<file path="src/rtl/segment_register_bank.sv">
// segment_register_bank: NUM_REGS x WIDTH register bank.
// Features:
//   - NUM_RD registered read ports, each with a per-byte write bypass.
//   - Byte-enabled architectural writes.
//   - A combinational fixed-index tap (the CS view).
//   - A dump/load sequencer that streams the whole bank out and back in
//     over valid/ready handshakes.
module segment_register_bank #(
   parameter int WIDTH     = 16,
   parameter int NUM_REGS  = 4,
   parameter int NUM_RD    = 2,
   parameter int FIXED_IDX = 1,
   localparam int SEL_W    = $clog2(NUM_REGS)
) (
   input  logic                    clk,
   input  logic                    reset,
   input  logic [NUM_RD*SEL_W-1:0] rd_sel,
   output logic [NUM_RD*WIDTH-1:0] rd_val,
   input  logic                    wr_en,
   input  logic [SEL_W-1:0]        wr_sel,
   input  logic [WIDTH/8-1:0]      wr_bytes,
   input  logic [WIDTH-1:0]        wr_val,
   output logic [WIDTH-1:0]        fixed_val,
   input  logic                    dump_start,
   output logic                    dump_valid,
   input  logic                    dump_ready,
   output logic [SEL_W-1:0]        dump_idx,
   output logic [WIDTH-1:0]        dump_val,
   input  logic                    load_start,
   input  logic                    load_valid,
   output logic                    load_ready,
   input  logic [WIDTH-1:0]        load_val,
   output logic [SEL_W-1:0]        load_idx,
   output logic                    busy
);

   localparam int NBYTES = WIDTH / 8;
   localparam logic [SEL_W-1:0] LAST_IDX = SEL_W'(NUM_REGS - 1);

   typedef enum logic [1:0] {IDLE, DUMP, LOAD} state_t;

   state_t                 state_q, state_d;
   logic [SEL_W-1:0]       seq_q, seq_d;
   logic [WIDTH-1:0]       regs_q [NUM_REGS];
   logic [WIDTH-1:0]       regs_d [NUM_REGS];
   logic                   load_we;

   // A load beat only lands when no arch write is pending this cycle,
   // so the two write sources never collide on the same edge.
   assign load_we = (state_q == LOAD) && load_valid && !wr_en;

   // Next-state register contents: load write first, then the arch write
   // on top so the arch write always has the final say.
   always_comb begin
      regs_d = regs_q;
      for (int r = 0; r < NUM_REGS; r++) begin
         if (load_we && (seq_q == SEL_W'(r))) begin
            regs_d[r] = load_val;
         end
         if (wr_en && (wr_sel == SEL_W'(r))) begin
            for (int b = 0; b < NBYTES; b++) begin
               if (wr_bytes[b]) begin
                  regs_d[r][b*8 +: 8] = wr_val[b*8 +: 8];
               end
            end
         end
      end
   end

   // Register storage; an out-of-range wr_sel matches no entry and is dropped.
   always_ff @(posedge clk or posedge reset) begin
      if (reset) begin
         for (int r = 0; r < NUM_REGS; r++) begin
            regs_q[r] <= '0;
         end
      end else begin
         regs_q <= regs_d;
      end
   end

   // Read ports sample the merged next-state value.
   // This gives the per-byte arch bypass and the full-word load bypass for free.
   genvar gi;
   generate
      for (gi = 0; gi < NUM_RD; gi++) begin : g_rd
         logic [SEL_W-1:0] sel;
         logic [WIDTH-1:0] rd_d;
         logic [WIDTH-1:0] rd_q;

         assign sel = rd_sel[gi*SEL_W +: SEL_W];

         // Index mux; an out-of-range index reads as zero.
         always_comb begin
            rd_d = '0;
            for (int r = 0; r < NUM_REGS; r++) begin
               if (sel == SEL_W'(r)) begin
                  rd_d = regs_d[r];
               end
            end
         end

         // One-cycle registered read data.
         always_ff @(posedge clk or posedge reset) begin
            if (reset) begin
               rd_q <= '0;
            end else begin
               rd_q <= rd_d;
            end
         end

         assign rd_val[gi*WIDTH +: WIDTH] = rd_q;
      end
   endgenerate

   // CS tap straight off the register state.
   assign fixed_val = regs_q[FIXED_IDX];

   // Dump word follows the live register state, so an arch write landing
   // while the consumer stalls is reflected at the handshake.
   always_comb begin
      dump_val = '0;
      for (int r = 0; r < NUM_REGS; r++) begin
         if (seq_q == SEL_W'(r)) begin
            dump_val = regs_q[r];
         end
      end
   end

   // Sequencer next-state and handshake outputs.
   always_comb begin
      state_d    = state_q;
      seq_d      = seq_q;
      dump_valid = 1'b0;
      load_ready = 1'b0;
      case (state_q)
         IDLE: begin
            if (dump_start) begin
               state_d = DUMP;
               seq_d   = '0;
            end else if (load_start) begin
               state_d = LOAD;
               seq_d   = '0;
            end
         end
         DUMP: begin
            dump_valid = 1'b1;
            if (dump_ready) begin
               if (seq_q == LAST_IDX) begin
                  state_d = IDLE;
                  seq_d   = '0;
               end else begin
                  seq_d = seq_q + SEL_W'(1);
               end
            end
         end
         LOAD: begin
            load_ready = !wr_en;
            if (load_valid && !wr_en) begin
               if (seq_q == LAST_IDX) begin
                  state_d = IDLE;
                  seq_d   = '0;
               end else begin
                  seq_d = seq_q + SEL_W'(1);
               end
            end
         end
         default: begin
            state_d = IDLE;
            seq_d   = '0;
         end
      endcase
   end

   // Sequencer state; reset aborts any sequence in progress.
   always_ff @(posedge clk or posedge reset) begin
      if (reset) begin
         state_q <= IDLE;
         seq_q   <= '0;
      end else begin
         state_q <= state_d;
         seq_q   <= seq_d;
      end
   end

   assign dump_idx = seq_q;
   assign load_idx = seq_q;
   assign busy     = (state_q != IDLE);

endmodule

</file>
<file path="config.mk">
export PLATFORM = sky130hd
export DESIGN_NAME = segment_register_bank
export DESIGN_NICKNAME = d
export VERILOG_FILES = /design/src/rtl/segment_register_bank.sv
export SDC_FILE = /design/constraint.sdc
export NUM_CORES = 1
export LEC_CHECK = 0
export BUFFER_PORTS_ARGS = -buffer_cell sky130_fd_sc_hd__buf_2
export CAP_MARGIN = 25
export CORE_MARGIN = 2
export CORE_UTILIZATION = 40
export CTS_BUF_LIST = sky130_fd_sc_hd__clkbuf_4 sky130_fd_sc_hd__clkbuf_8 sky130_fd_sc_hd__clkbuf_16
export CTS_CLUSTER_DIAMETER = 40
export DETAILED_ROUTE_END_ITERATION = 6
export GPL_TIMING_DRIVEN = 0
export MAX_ROUTING_LAYER = met4
export PLACE_DENSITY_LB_ADDON = 0.25
export SYNTH_ARGS = -nofsm -noshare
export SYNTH_HDL_FRONTEND = slang
export SYNTH_SLANG_ARGS = --single-unit
</file>
<file path="constraint.sdc">
create_clock -name clk -period 5.8 [get_ports clk]
set_clock_uncertainty 0.2 [all_clocks]
set_input_delay 0.58 -clock clk [delete_from_list [all_inputs] [get_ports clk]]
set_output_delay 0.58 -clock clk [all_outputs]
set_load 0.02 [all_outputs]
</file>
### Word level (Yosys, flattened, before mapping)

Cells that the tools add are included.
Widths: inputs -> output; s select.

| storage, ports and cells | value |
|---|---|
| register bits after elaboration | 100 |
| input port bits | 47 |
| output and inout port bits | 71 |
| logic and storage cells | 87 |

| operators by class | value |
|---|---|
| add/subtract/negate cells | 1 |
| equal/unequal tests | 17 |
| mux-type cells | 42 |
| reductions and logical operators | 19 |

Operators by type and width:

| cell | count |
|---|---|
| $mux 16 | 20 |
| $mux 8 | 8 |
| $mux 2 | 10 |
| $eq 2x2->1 const B | 9 |
| $pmux 2 s3 | 2 |
| $logic_and 1x1->1 | 11 |
| $eq 2x1->1 const B | 5 |
| $logic_not 2->1 | 5 |
| $ne 3x3->1 const B | 1 |
| $reduce_and 3->1 | 1 |
| $add 2x1->2 const B | 1 |
| $mux 1 | 2 |
| $ne 2x1->1 const B | 1 |
| $ne 2x2->1 const B | 1 |
| $reduce_bool 2->1 | 1 |
| $logic_not 1->1 | 1 |

### Depth between registers and ports, before layout

Gate-level depths: netlist of run 1.

| logic depth | value |
|---|---|
| depth in word-level cells | 11 |
| gate-level depth with buffers | 9 |
| depth with buffers taken out | 6 |

### Worst setup path after synthesis of run 1

OpenSTA, ideal clock, no wires.

| timing | value |
|---|---|
| path type | register to output |
| start point | reg seq_q[0] (netlist: dump_idx[0]) |
| end point | out dump_val[11] |
| arrival time | 1.967 ns |
| required time | 5.020 ns |
| path slack | 3.053 ns |
| cell stages (with the launch flop) | 9 |
| buffers on the path | 2 |
| cell sequence | dfrtp_1 > inv_1 > ha_1 > buf_2 > buf_1 > nand3b_1 > a21oi_1 > a21oi_1 > o21ai_0 |

| between the ends | value |
|---|---|
| cells in the longest elaborated chain, start to end | 5 |
| elaborated cells on any way between the ends | 8 |
| those cells by class | eq/ne (3); mux (4); reduce/logical (1) |

Ends and longest elaborated chain:

| element | line | RTL |
|---|---|---|
| start, declared | 43 | `logic [SEL_W-1:0] seq_q, seq_d;` |
| start signal, assigned | 181 | `seq_q <= seq_d;` |
| $logic_not 2->1 | 123 | `if (seq_q == SEL_W'(r)) begin` |
| $mux 16 (3 in series) | 123 |  |
| $mux 16 (*) | 123 |  |
| end, declared | 28 | `output logic [WIDTH-1:0] dump_val,` |

Mark *: on every way between the ends. The rest lies on a longest branch, timed or not.

### Worst setup path in the final report of run 1

| timing | value |
|---|---|
| start point | reg seq_q[0] (netlist: dump_idx[0]) |
| end point | out dump_val[8] |

The elaborated chain is that of the path after synthesis.

==> metrics.cfg, run 1 <==
[floorplanning]
core_area_mm2 = 0.0152
rows = 45
die_height_um = 129
start_util_pct = 40.8
die-area_mm2 = 0.0165
die_w_um = 129
pin_count = 118

[worst_setup_path]
worst-setup-path-type = reg -> out
arrival_ps = 2730
startpoint_type = flip-flop
critPathCaptureType = output port
worst-path-max-fanout = 10
required_ps = 5020

[routing]
ant_nets = 0
wirelength_um = 21700
drtPass1Iterations = 5
drc = 0
drt-vias-per-instance = 6.12
vias = 6103
initialDrtViolationCount = 635
routedWlPerCell_um = 21.7

[sta]
tightest_slew_ps = 814
rsz0062_at_grt = false
hold_violations = 0
relSlewSlack_pct = 45.7
setup_viol = 0
timing.hold.ws_ps = 55.4
slew_violations = 0
fmax_mhz = 285
final.setup.tns_ps = 0
fin_ws_ps = 2290
min_period_ps = 3510
fin_crit_sh_pct = 60.5

[placed_design]
port-buffer-count = 117
place_area_mm2 = 0.00705
dp_cells = 982
hpwlAfterDp_um = 14600
dpl_worst_slack_ps = 2670
gp_congestion = 0.910

[synth]
synth-seq-area-share_pct = 40.4
synthDistinctLibCells = 30
yosys_most_used_dff = dfrtp_1
ys_warn_count = 0
synth_edf_count = 0
synthArstFlopShare_pct = 100
synthesis.area_mm2 = 0.00620
ys_seq_elements = 100
synth_nets = 730
syn_inst = 676
avgSynthCellArea_um2 = 9.17

[cts]
cts_tree = yes
h-tree-depth = 3
postCtsSetupBuffers = 0
ctsResizeCount = 0
worstSkewPairLatency_ps = 370
numCtsBuffers = 9
clkTransAtPathRegs_ps = 70
root_buffer = clkbuf_16
cts_buffer_depth = 2
cts_hold_buf = 0
clock_sinks = 100

[final_layout]
fin_cells = 997
area_delta_synth_final_pct = 18.1
drive_gt1_share_pct = 21.6
fin_nets = 859
final_util_pct = 48.2
diodes = 0
final_cell_mix = buf_2 (128), a211oi_1 (128), dfrtp_1 (100)
stdcell_area_mm2 = 0.00732

[global_routing]
overflow = 0
grt_pass1_wl_um = 32500
grt_use_total_pct = 27.3
grt_max_degree = 64
grt_pass1_vias = 5689
antenna_found_initial = 0

[power]
p_leak_nw = 3.48
vdd_drop_max_uv = 216
p_total_mw = 3.37
powerDensity_mw_per_mm2 = 460

[outcome]
status = complete, no violations

[job]
maxCapViolations = 0

[hold_path]
hp-class = in -> async

-- cell families (layout without fill, tap and decap cells) --
| kind of cell | count (synthesis) | after routing | share of synthesized area (%) |
|---|---|---|---|
| AO/OA/AOI/OAI | 245 | 245 | 25.1 |
| AND/OR/NAND/NOR | 173 | 173 | 15.0 |
| flip-flops | 100 | 100 | 40.4 |
| buffers and inverters | 86 | 219 | 7.57 |
| multiplexers | 65 | 65 | 10.6 |
| adder cells (fa/ha/maj) | 7 | 7 | 1.41 |
-- flip-flops by register name (all words and copies together) (netlist names) --
register and flops:
state_q 2, regs_q 48, dump_idx 2, fixed_val 16, g_rd.rd_q 32
-- layout make-up --
class	count	area [µm²]
clock inverters	4	26.3
flip-flops and latches	100	2500
fillers	1489	7880
clock buffers	11	246
well taps	188	235
inverters	7	28.8
multi-input cells	490	3230
plain buffers	79	443
repair buffers	118	613
-- synth_stat cells, types with 11 or more instances --
cell type	count	area (µm²)
a211oi_1	128	961
a21oi_1	96	480
buf_2	11	55.1
buf_4	19	143
clkbuf_1	36	135
dfrtp_1	100	2500
mux2i_1	64	641
nand2_1	37	139
nand3b_1	16	120
nor2_1	65	244
o21ai_0	18	90.1
or4_1	32	240
-- critical path, stage by stage, from the launching register on --
cell and delay, ps:
dfrtp_1 440, inv_1 130, ha_1 150, buf_2 220, buf_1 510, nand3b_1 130
a21oi_1 200, a21oi_1 60, o21ai_0 290, buf_2 230
-- worst paths after layout --
kind | startpoint | cells after the start | to | slack (ps)
setup / recovery | dump_idx[0] | 9 | dump_val[8] | 2290
hold / removal | reset | 2 | g_rd[1].rd_q[11] | 60
setup reg to reg | dump_idx[0] | 9 | g_rd[0].rd_q[8] | 3000
hold reg to reg | state_q[0] | 2 | state_q[0] | 420
max in group asynchronous | reset | 3 | fixed_val[5] | 4650
min in group clk | dump_start | 2 | state_q[1] | 220
-- per-layer routing --
| layer | global-route usage, % | share of wire, % | up-vias | wire [µm] |
|---|---|---|---|---|
| met3 | 4.53 | 8.5 | 62 | 1850 |
| met2 | 40.5 | 45 | 358 | 9860 |
| li1 | - | - | 2802 | - |
| met4 | 11.4 | 3.1 | 0 | 680 |
| met1 | 37.2 | 43 | 2881 | 9290 |
| met5 | - | 0 | - | 0 |
-- where the power goes --
group	switching (mW)	internal [mW]	leakage (nW)	total, mW
Clock	0.275	0.304	0.135	0.579
Combinational	1.09	0.639	2.21	1.73
Sequential	0.131	0.928	1.14	1.06
Power figures use the tool's default switching activity.
==> run 2: changes to the inputs <==
- clock period: 5.8 -> 2.96 ns (I/O delays scaled with it)
==> metrics.cfg, run 2 (synthesis gave the netlist of run 1 again) <==
[worst_setup_path]
required_ps = 2460
worst-setup-path-type = reg -> out
reg2reg_from = dump_idx[0]
critPathCaptureType = output port
arrival_ps = 2400
worst-path-max-fanout = 10
startpoint_type = flip-flop
crit_start = dump_idx[1]

[placed_design]
place_area_mm2 = 0.00707
dp_cells = 983
gp_congestion = 0.912
dpl_worst_slack_ps = 122
port-buffer-count = 117
hpwlAfterDp_um = 14800

[final_layout]
largest_register = regs_q
final_util_pct = 48.9
area_delta_synth_final_pct = 20.0
nFillCells = 1498
final_cell_mix = buf_2 (128), a211oi_1 (128), dfrtp_1 (99)
fin_cells = 1001
stdcell_area_mm2 = 0.00744
diodes = 0
drive_gt1_share_pct = 22.6
largest_reg_flops = 48
fin_nets = 862

[sta]
tightest_slew_ps = 867
slew_violations = 0
timing.hold.ws_ps = 61.1
rsz0062_at_grt = true
min_period_ps = 2900
final.setup.tns_ps = 0
setup_viol = 0
fmax_mhz = 345
fin_crit_sh_pct = 98.0
fin_ws_ps = 59.1
relSlewSlack_pct = 42.2
hold_violations = 0

[routing]
routedWlPerCell_um = 22.1
wirelength_um = 22100
initialDrtViolationCount = 693
ant_nets = 0
vias = 6110
drc = 0
drt-vias-per-instance = 6.10
drtPass1Iterations = 7

[cts]
clock_sinks = 100
numCtsBuffers = 9
cts_buffer_depth = 2
h-tree-depth = 3
worstSkewPairLatency_ps = 360
cts_tree = yes
clkTransAtPathRegs_ps = 70
root_buffer = clkbuf_16

[power]
powerDensity_mw_per_mm2 = 926
vdd_drop_max_uv = 427
p_leak_nw = 3.55
p_total_mw = 6.89

[floorplanning]
start_util_pct = 40.8
core_area_mm2 = 0.0152
pin_count = 118
die_height_um = 129
die-area_mm2 = 0.0165
die_w_um = 129
rows = 45

[global_routing]
grt_pass1_wl_um = 32900
grt_pass1_vias = 5829
overflow = 0
grt_max_degree = 40
grt_use_total_pct = 27.6
antenna_found_initial = 0

[job]
maxCapViolations = 0

[hold_path]
hp-class = in -> reg
hold_path_startpoint = wr_val[14]

[outcome]
status = complete, no violations

==> run 2: cell count changes in the layout (fill, tap and decap cells not counted), sizes merged <==
cell | previous run | this run
bufinv | 0 | 2
clkinv | 3 | 2
buf | 161 | 162
inv | 7 | 6
dlygate4sd3 | 0 | 2
clkbuf | 47 | 48
==> run 2: area by class of cell <==
type	instances	area (µm²)	area share, %
buffer	79	459	6.17
clock buffer	12	267	3.58
clock inverter	4	70.1	0.942
inverter	7	30.0	0.404
multi-input combinational	490	3230	43.4
sequential	100	2500	33.7
tap	188	235	3.16
timing repair buffer	121	646	8.68
==> run 2: path summary, 6_finish.rpt <==
kind	endpoint	slack, ps	cells after the start
max in group asynchronous	regs_q[55]	1600	4
min in group asynchronous	fixed_val[11]	350	3
worst min register to register	state_q[0]	420	2
worst max-delay path	dump_val[8]	60	8
worst max register to register	g_rd[0].rd_q[7]	150	9
worst min-delay path	regs_q[14]	60	3
==> run 2: where the power goes <==
part           internal (mW)  total (mW)  leakage (nW)  switching [mW]
logic                   1.28        3.45          2.24            2.17
clock network          0.808        1.36         0.169           0.551
registers               1.82        2.08          1.14           0.262
==> run 2: routing by layer <==
layer / global-route usage [%] / vias to the layer above / routed length (µm)
met5: - / - / 0
met4: 9.97 / 0 / 580
met3: 6.11 / 50 / 2150
met2: 42.4 / 360 / 10200
met1: 35.9 / 2901 / 9240
li1: - / 2799 / -
==> run 2: repair_timing <==
action,CTS,global route
endpoints found under the setup margin,14,12
hold buffers,2,0
gates resized for setup,6,7
endpoints found under the hold margin,24,0
setup buffers,0,0
==> run 2: critical path, stage by stage, from the launching register on <==
cell	delay, ps
dfrtp_2	410
inv_1	80
ha_1	260
clkbuf_1	280
nand3b_1	230
a21oi_1	170
a21oi_1	50
o21ai_0	310
buf_2	240
==> run 3: changes to the inputs <==
- CORE_UTILIZATION: 40 -> 51
- SETUP_SLACK_MARGIN: default -> 0.5
==> metrics.cfg, run 3 (synthesis gave the netlist of run 1 again) <==
[final_layout]
stdcell_area_mm2 = 0.00835
area_delta_synth_final_pct = 34.6
final_cell_mix = a211oi_1 (126), buf_2 (110), dfrtp_1 (98)
largest_register = regs_q
drive_gt1_share_pct = 32.9
final_common_cell = a211oi_1
diodes = 0
largest_reg_flops = 48
nFillCells = 868
fin_nets = 883

[hold_path]
hold_path_startpoint = wr_val[7]
holdPathStages = 3
hp-class = in -> reg
min_to = fixed_val[7]

[cts]
clkTransAtPathRegs_ps = 70
worstSkewPairLatency_ps = 350
cts_tree = yes
numCtsBuffers = 9
root_buffer = clkbuf_16
clock_sinks = 100
h-tree-depth = 3
cts_buffer_depth = 2

[sta]
hold_violations = 0
fin_ws_ps = 382
relSlewSlack_pct = 40.9
fin_crit_sh_pct = 87.1
setup_viol = 0
slew_violations = 0
tightest_slew_ps = 887
fmax_mhz = 388
min_period_ps = 2580
final.setup.tns_ps = 0
rsz0062_at_grt = true

[routing]
initialDrtViolationCount = 814
drt-vias-per-instance = 6.86
wirelength_um = 23500
drtPass1Iterations = 6
vias = 6732
routedWlPerCell_um = 23.9
drc = 0
ant_nets = 0

[global_routing]
use_met1_pct = 44.5
overflow = 0
grt_pass1_vias = 6609
grt_max_degree = 43
grt_pass1_wl_um = 34900
grt_use_total_pct = 36.2
top_usage_layer = met2
use_met2_pct = 54.9
grt_util_met3_pct = 8.47
antenna_found_initial = 0

[floorplanning]
die_height_um = 114
die_w_um = 114
core_area_mm2 = 0.0120
rows = 40
die-area_mm2 = 0.0131
pin_count = 118
start_util_pct = 51.8

[worst_setup_path]
required_ps = 2990
worst-path-max-fanout = 5
reg2reg_slack_ps = 380
critPathCaptureType = flip-flop
startpoint_type = flip-flop
worst-setup-path-type = reg -> reg
r2r-end = g_rd[1].rd_q[6]
arrival_ps = 2600
r2r_cells = 10
reg2reg_from = dump_idx[1]

[placed_design]
place_area_mm2 = 0.00702
port-buffer-count = 117
gp_congestion = 1.03
dpl_worst_slack_ps = 204
hpwlAfterDp_um = 14800

[power]
vdd_drop_max_uv = 479
p_leak_nw = 3.54
powerDensity_mw_per_mm2 = 928

[job]
maxCapViolations = 0

[outcome]
status = complete, no violations

==> run 3: final cells by class <==
class                   count  area, µm²  share of cell area [%]
flip-flops and latches    100       2500                    30.0
plain buffers              79        582                    6.97
well taps                 147        184                    2.20
clock inverters             5       36.3                   0.435
clock buffers              11        240                    2.88
inverters                   7       35.0                   0.420
repair buffers            142        962                    11.5
multi-input cells         490       3800                    45.5
==> run 3: worst max path at each step <==
stage	from	endpoint	slack, ps	cells past startpoint
2_1_floorplan	dump_idx[1]	g_rd[1].rd_q[8]	510	9
3_3_place_gp	dump_idx[0]	dump_val[8]	200	9
3_5_place_dp	dump_idx[0]	dump_val[8]	200	9
4_1_cts	dump_idx[1]	g_rd[0].rd_q[11]	440	10
5_1_grt	dump_idx[1]	g_rd[1].rd_q[6]	350	10
6_report	dump_idx[1]	g_rd[1].rd_q[6]	380	10
==> run 3: timing repair <==
item                                    in CTS  in global routing
pin swaps                                   10                 22
resized for setup                          110                 72
cloned                                       3                  1
endpoints found under the setup margin      40                 48
setup buffers                               14                  3
endpoints found under the hold margin       24                  0
hold buffers                                 2                  0
==> run 3: worst max-delay path: stages, from the launching register on <==
cell	delay [ps]
dfrtp_2	450
buf_6	140
ha_4	150
buf_8	120
nand4b_1	120
buf_6	140
buf_12	120
buf_12	150
mux2i_4	260
a211oi_2	80
or4_1	520
==> run 3: per-layer routing <==
layer	vias to the layer above	wire [µm]
met3	124	2610
met2	593	10800
li1	2853	-
met4	0	1190
met5	-	0
met1	3162	8860
==> run 3: where the power goes <==
part	internal, mW	switching [mW]	leakage (nW)
combinational	1.96	2.42	2.27
sequential	1.82	0.389	1.14
clock	0.592	0.567	0.129
==> run 3: stage by stage <==
stage               util, %  power [mW]  cells  hold slack [ps]
finish                 69.8        7.75    981             75.9
global route           69.8        8.04    981             89.8
CTS                    66.2        7.22    977             69.3
detailed placement     58.7        5.45    942              196
global placement       58.3        5.38    940              310
floorplan                 -        4.36    676              192
